==> src/rtl/result_uart_tx_pkg.sv <==
`default_nettype none
// ============================================================================
// Module   : result_uart_tx_pkg
// Purpose  : Shared word width, ASCII constants, sequencer state encoding and
//            the nibble-to-ASCII helper for the result UART transmitter.
// Revision : 1.0 - initial release
// ============================================================================
package result_uart_tx_pkg;

    localparam int unsigned c_DATA_WIDTH     = 16;
    localparam int unsigned c_HEX_CHARS      = 4;
    localparam int unsigned c_CHARS_PER_WORD = 6;

    localparam logic [7:0] c_ASCII_ZERO = 8'h30;
    localparam logic [7:0] c_ASCII_A    = 8'h41;
    localparam logic [7:0] c_ASCII_CR   = 8'h0D;
    localparam logic [7:0] c_ASCII_LF   = 8'h0A;

    typedef enum logic [1:0] {
        ST_IDLE  = 2'd0,
        ST_START = 2'd1,
        ST_DATA  = 2'd2,
        ST_STOP  = 2'd3
    } seq_state_t;

    function automatic logic [7:0] hex_to_ascii(input logic [3:0] nib);
        if (nib < 4'd10) begin
            return c_ASCII_ZERO + {4'd0, nib};
        end
        return c_ASCII_A + {4'd0, nib - 4'd10};
    endfunction

endpackage
`default_nettype wire

==> src/rtl/result_uart_tx_byte.sv <==
`default_nettype none
// ============================================================================
// Module   : uart_byte_tx
// Purpose  : 8N1 bit serializer; a start pulse in the last stop-bit cycle
//            chains the next character with no idle gap.
// Revision : 1.0 - initial release
// ============================================================================
module uart_byte_tx
    import result_uart_tx_pkg::*;
#(
    parameter int unsigned CLKS_PER_BIT = 868
) (
    input  logic       clk,
    input  logic       reset,
    input  logic [7:0] byte_in,
    input  logic       start,
    output logic       tx,
    output logic       done
);

    localparam int unsigned     c_TW   = (CLKS_PER_BIT > 1) ? $clog2(CLKS_PER_BIT) : 1;
    localparam logic [c_TW-1:0] c_TMAX = c_TW'(CLKS_PER_BIT - 1);

    seq_state_t      r_state_q, w_state_d;
    logic [c_TW-1:0] r_timer_q, w_timer_d;
    logic [2:0]      r_bit_q,   w_bit_d;
    logic [7:0]      r_shift_q, w_shift_d;
    logic            r_tx_q,    w_tx_d;
    logic            w_bit_end;

    assign w_bit_end = (r_timer_q == c_TMAX);

    always_ff @(posedge clk) begin
        if (reset) begin
            r_state_q <= ST_IDLE;
            r_timer_q <= '0;
            r_bit_q   <= '0;
            r_shift_q <= '0;
            r_tx_q    <= 1'b1;
        end else begin
            r_state_q <= w_state_d;
            r_timer_q <= w_timer_d;
            r_bit_q   <= w_bit_d;
            r_shift_q <= w_shift_d;
            r_tx_q    <= w_tx_d;
        end
    end

    always_comb begin
        w_state_d = r_state_q;
        w_timer_d = w_bit_end ? '0 : r_timer_q + 1'b1;
        w_bit_d   = r_bit_q;
        w_shift_d = r_shift_q;
        w_tx_d    = r_tx_q;
        case (r_state_q)
            ST_IDLE: begin
                w_timer_d = '0;
                w_tx_d    = 1'b1;
                if (start) begin
                    w_state_d = ST_START;
                    w_shift_d = byte_in;
                    w_tx_d    = 1'b0;
                end
            end
            ST_START: begin
                if (w_bit_end) begin
                    w_state_d = ST_DATA;
                    w_bit_d   = '0;
                    w_tx_d    = r_shift_q[0];
                    w_shift_d = {1'b0, r_shift_q[7:1]};
                end
            end
            ST_DATA: begin
                if (w_bit_end) begin
                    if (r_bit_q == 3'd7) begin
                        w_state_d = ST_STOP;
                        w_tx_d    = 1'b1;
                    end else begin
                        w_bit_d   = r_bit_q + 3'd1;
                        w_tx_d    = r_shift_q[0];
                        w_shift_d = {1'b0, r_shift_q[7:1]};
                    end
                end
            end
            ST_STOP: begin
                if (w_bit_end) begin
                    if (start) begin
                        w_state_d = ST_START;
                        w_shift_d = byte_in;
                        w_tx_d    = 1'b0;
                    end else begin
                        w_state_d = ST_IDLE;
                        w_tx_d    = 1'b1;
                    end
                end
            end
            default: begin
                w_state_d = ST_IDLE;
                w_tx_d    = 1'b1;
            end
        endcase
    end

    assign tx   = r_tx_q;
    assign done = (r_state_q == ST_STOP) && w_bit_end;

endmodule
`default_nettype wire

==> src/rtl/result_uart_tx.sv <==
`default_nettype none
// ============================================================================
// Module   : result_uart_tx
// Purpose  : Buffers result words in a FIFO and prints each one over UART as
//            four uppercase hex digits followed by CR LF.
// Revision : 1.0 - initial release
// ============================================================================
module result_uart_tx
    import result_uart_tx_pkg::*;
#(
    parameter int unsigned DATA_WIDTH   = c_DATA_WIDTH,
    parameter int unsigned FIFO_DEPTH   = 8,
    parameter int unsigned CLKS_PER_BIT = 868
) (
    input  logic                        clk,
    input  logic                        reset,
    input  logic [DATA_WIDTH-1:0]       data_in,
    input  logic                        data_valid,
    output logic                        tx,
    output logic                        busy,
    output logic [$clog2(FIFO_DEPTH):0] fifo_count,
    output logic                        overflow
);

    localparam int unsigned     c_AW   = $clog2(FIFO_DEPTH);
    localparam int unsigned     c_CW   = c_AW + 1;
    localparam int unsigned     c_TW   = (CLKS_PER_BIT > 1) ? $clog2(CLKS_PER_BIT) : 1;
    localparam logic [c_TW-1:0] c_TMAX = c_TW'(CLKS_PER_BIT - 1);
    localparam logic [2:0]      c_LAST_CHAR = 3'(c_CHARS_PER_WORD - 1);
    localparam logic [2:0]      c_NUM_HEX   = 3'(c_HEX_CHARS);

    // ---------------------------------------------------------------- FIFO
    logic [DATA_WIDTH-1:0] r_mem_q [FIFO_DEPTH];
    logic [c_AW-1:0]       r_wr_ptr_q,   w_wr_ptr_d;
    logic [c_AW-1:0]       r_rd_ptr_q,   w_rd_ptr_d;
    logic [c_CW-1:0]       r_count_q,    w_count_d;
    logic                  r_overflow_q, w_overflow_d;
    logic                  w_full, w_empty, w_push, w_pop;
    logic [DATA_WIDTH-1:0] w_head;

    // ----------------------------------------------------------- sequencer
    seq_state_t            r_state_q,    w_state_d;
    logic [c_TW-1:0]       r_timer_q,    w_timer_d;
    logic [2:0]            r_bit_q,      w_bit_d;
    logic [2:0]            r_char_idx_q, w_char_idx_d;
    logic [DATA_WIDTH-1:0] r_word_q,     w_word_d;
    logic                  r_start_q,    w_start_d;
    logic [7:0]            r_char_q,     w_char_d;
    logic                  w_bit_end;
    logic [2:0]            w_next_idx;
    logic [7:0]            w_seq_char;
    logic                  w_byte_done;

    assign w_full  = (r_count_q == c_CW'(FIFO_DEPTH));
    assign w_empty = (r_count_q == '0);
    assign w_pop   = (r_state_q == ST_IDLE) && !w_empty;
    // A full FIFO still accepts a word when the head leaves in the same cycle.
    assign w_push  = data_valid && !reset && (!w_full || w_pop);
    assign w_head  = r_mem_q[r_rd_ptr_q];

    always_ff @(posedge clk) begin
        if (w_push) begin
            r_mem_q[r_wr_ptr_q] <= data_in;
        end
    end

    always_comb begin
        w_wr_ptr_d   = w_push ? r_wr_ptr_q + 1'b1 : r_wr_ptr_q;
        w_rd_ptr_d   = w_pop  ? r_rd_ptr_q + 1'b1 : r_rd_ptr_q;
        w_count_d    = r_count_q;
        w_overflow_d = r_overflow_q | (data_valid && w_full && !w_pop);
        case ({w_push, w_pop})
            2'b10:   w_count_d = r_count_q + 1'b1;
            2'b01:   w_count_d = r_count_q - 1'b1;
            default: w_count_d = r_count_q;
        endcase
    end

    assign w_bit_end  = (r_timer_q == c_TMAX);
    assign w_next_idx = r_char_idx_q + 3'd1;

    always_comb begin
        w_seq_char = c_ASCII_LF;
        if (w_next_idx < c_NUM_HEX) begin
            w_seq_char = hex_to_ascii(r_word_q[DATA_WIDTH-1 -: 4]);
        end else if (w_next_idx == c_NUM_HEX) begin
            w_seq_char = c_ASCII_CR;
        end
    end

    always_ff @(posedge clk) begin
        if (reset) begin
            r_wr_ptr_q   <= '0;
            r_rd_ptr_q   <= '0;
            r_count_q    <= '0;
            r_overflow_q <= 1'b0;
            r_state_q    <= ST_IDLE;
            r_timer_q    <= '0;
            r_bit_q      <= '0;
            r_char_idx_q <= '0;
            r_word_q     <= '0;
            r_start_q    <= 1'b0;
            r_char_q     <= '0;
        end else begin
            r_wr_ptr_q   <= w_wr_ptr_d;
            r_rd_ptr_q   <= w_rd_ptr_d;
            r_count_q    <= w_count_d;
            r_overflow_q <= w_overflow_d;
            r_state_q    <= w_state_d;
            r_timer_q    <= w_timer_d;
            r_bit_q      <= w_bit_d;
            r_char_idx_q <= w_char_idx_d;
            r_word_q     <= w_word_d;
            r_start_q    <= w_start_d;
            r_char_q     <= w_char_d;
        end
    end

    // The serializer runs one cycle behind this FSM because each character is
    // handed over through the registered start pulse.
    always_comb begin
        w_state_d    = r_state_q;
        w_timer_d    = w_bit_end ? '0 : r_timer_q + 1'b1;
        w_bit_d      = r_bit_q;
        w_char_idx_d = r_char_idx_q;
        w_word_d     = r_word_q;
        w_start_d    = 1'b0;
        w_char_d     = r_char_q;
        case (r_state_q)
            ST_IDLE: begin
                w_timer_d = '0;
                if (w_pop) begin
                    w_state_d    = ST_START;
                    w_char_idx_d = '0;
                    w_word_d     = {w_head[DATA_WIDTH-5:0], 4'h0};
                    w_char_d     = hex_to_ascii(w_head[DATA_WIDTH-1 -: 4]);
                    w_start_d    = 1'b1;
                end
            end
            ST_START: begin
                if (w_bit_end) begin
                    w_state_d = ST_DATA;
                    w_bit_d   = '0;
                end
            end
            ST_DATA: begin
                if (w_bit_end) begin
                    if (r_bit_q == 3'd7) begin
                        w_state_d = ST_STOP;
                    end else begin
                        w_bit_d = r_bit_q + 3'd1;
                    end
                end
            end
            ST_STOP: begin
                if (r_char_idx_q < c_LAST_CHAR) begin
                    if (w_bit_end) begin
                        w_state_d    = ST_START;
                        w_char_idx_d = w_next_idx;
                        w_char_d     = w_seq_char;
                        w_start_d    = 1'b1;
                        if (w_next_idx < c_NUM_HEX) begin
                            w_word_d = {r_word_q[DATA_WIDTH-5:0], 4'h0};
                        end
                    end
                end else if (w_byte_done) begin
                    // Hold off IDLE until the final stop bit is really on the line.
                    w_state_d    = ST_IDLE;
                    w_timer_d    = '0;
                    w_char_idx_d = '0;
                end
            end
            default: begin
                w_state_d = ST_IDLE;
            end
        endcase
    end

    uart_byte_tx #(
        .CLKS_PER_BIT(CLKS_PER_BIT)
    ) u_byte_tx (
        .clk    (clk),
        .reset  (reset),
        .byte_in(r_char_q),
        .start  (r_start_q),
        .tx     (tx),
        .done   (w_byte_done)
    );

    assign busy       = (r_state_q != ST_IDLE) || (r_count_q != '0);
    assign fifo_count = r_count_q;
    assign overflow   = r_overflow_q;

endmodule
`default_nettype wire

==> config.mk <==
export PLATFORM = sky130hd
export DESIGN_NAME = result_uart_tx
export DESIGN_NICKNAME = d
export VERILOG_FILES = /design/src/rtl/result_uart_tx_pkg.sv /design/src/rtl/result_uart_tx_byte.sv /design/src/rtl/result_uart_tx.sv
export SDC_FILE = /design/constraint.sdc
export NUM_CORES = 1
export LEC_CHECK = 0
export ABC_AREA = 1
export BUFFER_PORTS_ARGS = -buffer_cell sky130_fd_sc_hd__buf_2
export CORE_MARGIN = 5
export CORE_UTILIZATION = 35
export DETAILED_ROUTE_END_ITERATION = 10
export PLACE_DENSITY_LB_ADDON = 0.12
export SETUP_SLACK_MARGIN = 0.05
export SLEW_MARGIN = 25
export SYNTH_ARGS = -nofsm -noshare
export SYNTH_HDL_FRONTEND = slang
export SYNTH_SLANG_ARGS = --single-unit
==> constraint.sdc <==
create_clock -name clk -period 3 [get_ports clk]
set_input_delay 0.45 -clock clk [delete_from_list [all_inputs] [get_ports clk]]
set_output_delay 0.45 -clock clk [all_outputs]
set_load 0.1 [all_outputs]
==> key figures <==
Layout
  – Nets: 1046
  – Multi-input logic area: 0.003257 mm²
  – Register area: 0.005346 mm²
  – Fillers: 2603
  – Commonest non-fill, non-tap cell in the layout: nand2_1
  – Layout cells sized above 1: 0.1321
  – Most frequent cells in the layout: nand2_1 (204), edfxtp_1 (128), nor2_1 (108), inv_1 (85), nand3_1 (75)
  – Layout Area Growth over Synthesis: 14.88%
  – Antenna diode count: 0

GRT
  – M3 GR Usage: 0.02023
  – GR Layer Usage met2: 0.2523
  – GRT Util Overall: 0.1441
  – Remaining Overflow, GRT: 0
  – First-pass GRT wire length: 33850 µm
  – Vias in the first global route: 6283
  – Global routing usage on met1: 0.1895
  – Antenna violations before repair: 0
  – Largest net degree at the start of global routing: 55
  – GRT busiest layer: met2

Status
  – Status: finished clean

Setup path
  – Worst R2R End: r_char_q[4]$_SDFFE_PP0P_
  – CP required: 2.55 ns
  – Crit path cell chain: inv_1 > ha_1 > inv_2 > nor2_1 > inv_1 > buf_2
  – CP max-delay cell: buf_2
  – Critical Path AT: 1.93 ns
  – R2r worst-path depth: 14
  – CP endpoint: busy
  – Reg-to-reg setup timing slack: 0.77 ns
  – Largest stage delay on the critical path: 0.41 ns
  – Crit-path most repeated cell: inv_1
  – CP Class: reg -> out
  – Worst Path Max Fanout: 5
  – CP startpoint: r_state_q[0]$_SDFFE_PP0P_
  – CP Launch Type: flop
  – Crit. End Element: output port

Placed design
  – Final HPWL DP: 13590 µm
  – Dpl ws: 0.7310 ns
  – Gpl congestion: 0.7967
  – Input/output buffers: 25

STA
  – Achievable Freq: 0.4199 GHz
  – Final hold vios: 0
  – RSZ-0062 raised after global routing: no
  – Relative slew margins: 0.5900
  – Worst-Margin Slew: 0.6151 ns
  – TNS Setup: 0 ns
  – Crit path time final: 2.382 ns
  – Final setup margin: 0.6182 ns
  – Hold slack: 0.2041 ns
  – Setup-failing EPs final: 0
  – Setup Skew: 0.03011 ns
  – Fin crit share: 0.7939
  – Fin. max-slew vios: 0

Synth
  – FFs w/ async S/R, synth: 0
  – Syn avg cell area: 9.463 µm²
  – Post-synthesis cell area: 0.009160 mm²
  – Register area share after synthesis: 0.5835
  – Yosys cell types: 48
  – Mapped Nets: 1010
  – Synthesized instance count: 968
  – Synth Register Bits: 203
  – Top FF cell, synth: edfxtp_1
  – Yosys warns: 0
  – Post-synth EDFFs: 128

Floorplanning
  – Starting Density: 0.3535
  – Row cnt: 59
  – Chip Height: 171.8 µm
  – I/O Pins: 26
  – Die area: 0.02951 mm²
  – Core Box Area: 0.02591 mm²
  – Die Wd: 171.8 µm

Pwr
  – Power Total: 9721 µW
  – Peak supply drop: 0.5484 mV
  – Lkg Pwr: 0.004064 µW
  – Power Density: 923.8 mW/mm²

CTS
  – Post-CTS setup buffers: 0
  – Clock Pin Slew Worst Setup and Hold Paths: 0.06 ns
  – Clock Latency Late Sink: 0.53 ns
  – H-tree Lvls: 1
  – Clock root buffer: clkbuf_16
  – CTS tree: built
  – Clock Sinks: 203
  – TritonCTS buffer count: 24
  – Post-CTS sizing: 0
  – Cts hold-fix bufs: 0
  – CTS Buffer Depth: 3

Drt
  – TritonRoute pass-1 iters: 5
  – Vias: 6454
  – WL per Instance: 15.30 µm
  – Total routed wirelength: 20760 µm
  – DRC viols: 0
  – Antenna viol nets, final: 0
  – 1st-iter DRT viols: 264
  – Mean number of vias per cell: 4.756

Min path
  – Min-delay worst type: in -> reg

Job
  – Max-cap violation count: 0
-- routing by layer --
metal	part of all wire	routed length [µm]
met4	0.022	448
met5	0	0
met3	0.030	624
met2	0.48	9964
met1	0.47	9722
-- worst min-delay path by stage --
stage | startpoint | to | cells after the start
final | data_in[0] | r_mem_q[1][0]$_DFFE_PP_ | 1
after global routing | data_in[6] | r_mem_q[6][6]$_DFFE_PP_ | 1
after CTS | data_in[0] | r_mem_q[2][0]$_DFFE_PP_ | 1
after detailed placement | u_byte_tx.r_timer_q[0]$_SDFF_PP0_ | u_byte_tx.r_timer_q[0]$_SDFF_PP0_ | 1
after global placement | u_byte_tx.r_timer_q[0]$_SDFF_PP0_ | u_byte_tx.r_timer_q[0]$_SDFF_PP0_ | 1
after floorplan | u_byte_tx.r_timer_q[0]$_SDFF_PP0_ | u_byte_tx.r_timer_q[0]$_SDFF_PP0_ | 1
-- state kept, by name, indices dropped and copies added, names as in the netlist, 2 cells and up, named ones only --
register	flops
r_rd_ptr_q	3
r_timer_q	10
r_mem_q	128
u_byte_tx.r_state_q	2
r_state_q	2
fifo_count	4
r_char_q	7
u_byte_tx.r_shift_q	7
r_char_idx_q	3
u_byte_tx.r_bit_q	3
r_word_q	12
u_byte_tx.r_timer_q	10
r_wr_ptr_q	3
r_bit_q	3
-- metrics by stage --
step	instances	area [µm²]	utilization
floorplan	968	9160	-
detailed placement	1313	9671	0.3732
global placement	1313	9671	0.3732
finish	1357	10520	0.4061
CTS	1357	10520	0.4061
global route	1357	10520	0.4061
-- critical path, delay by kind of cell (launching register included) --
kind,cells,cell delay (ns)
flops,1,0.40
buf+inv,4,0.65
simple gates,1,0.07
fa+ha+maj,1,0.30
-- cells by family after synthesis --
kind of cell    share of synthesized area
fa+ha+maj                         0.03142
flops                              0.5835
compound gates                     0.1011
xor+xnor                          0.01243
buf+inv                           0.06310
simple gates                       0.2084
-- synthesized netlist by cell type (2+ instances only) --
cell        n  area share
a21boi_0    4      0.0033
a21oi_1    43       0.023
a21oi_2     9      0.0086
buf_2       9      0.0049
buf_4       9      0.0074
buf_6       4      0.0049
clkbuf_1   12      0.0049
dfxtp_1    75        0.16
edfxtp_1  128        0.42
ha_1       23       0.031
inv_1      85       0.035
inv_2      10      0.0041
nand2_1   204       0.084
nand2_2     9      0.0061
nand3_1    75       0.041
nand3_2     4      0.0044
nand4_1     5      0.0034
nor2_1    116       0.048
nor3_1      5      0.0027
nor3_2      2      0.0022
nor3b_1     3      0.0025
o211ai_1    4      0.0033
o21a_1      8      0.0066
o21ai_0    44       0.024
o21ai_1    35       0.019
o21ai_2     3      0.0029
o22ai_1     8      0.0055
xnor2_1     6      0.0057
xor2_1      7      0.0067
-- cell type report --
class | count | share of cell area
Sequential cell | 203 | 0.5081
Multi-Input combinational cell | 634 | 0.3095
Clock buffer | 27 | 0.05815
Tap cell | 335 | 0.03983
Inverter | 96 | 0.03424
Timing Repair Buffer | 45 | 0.02735
Clock inverter | 17 | 0.02283
-- where the power goes --
part / switching, µW / leakage (µW) / total [µW] / internal (µW)
Sequential: 182 / 0.00177 / 3400 / 3220
Clock: 1150 / 0.000418 / 3130 / 1980
Combinational: 2240 / 0.00188 / 3190 / 951
Total: 3570 / 0.00406 / 9720 / 6150
(Power assumes the default switching activity.)
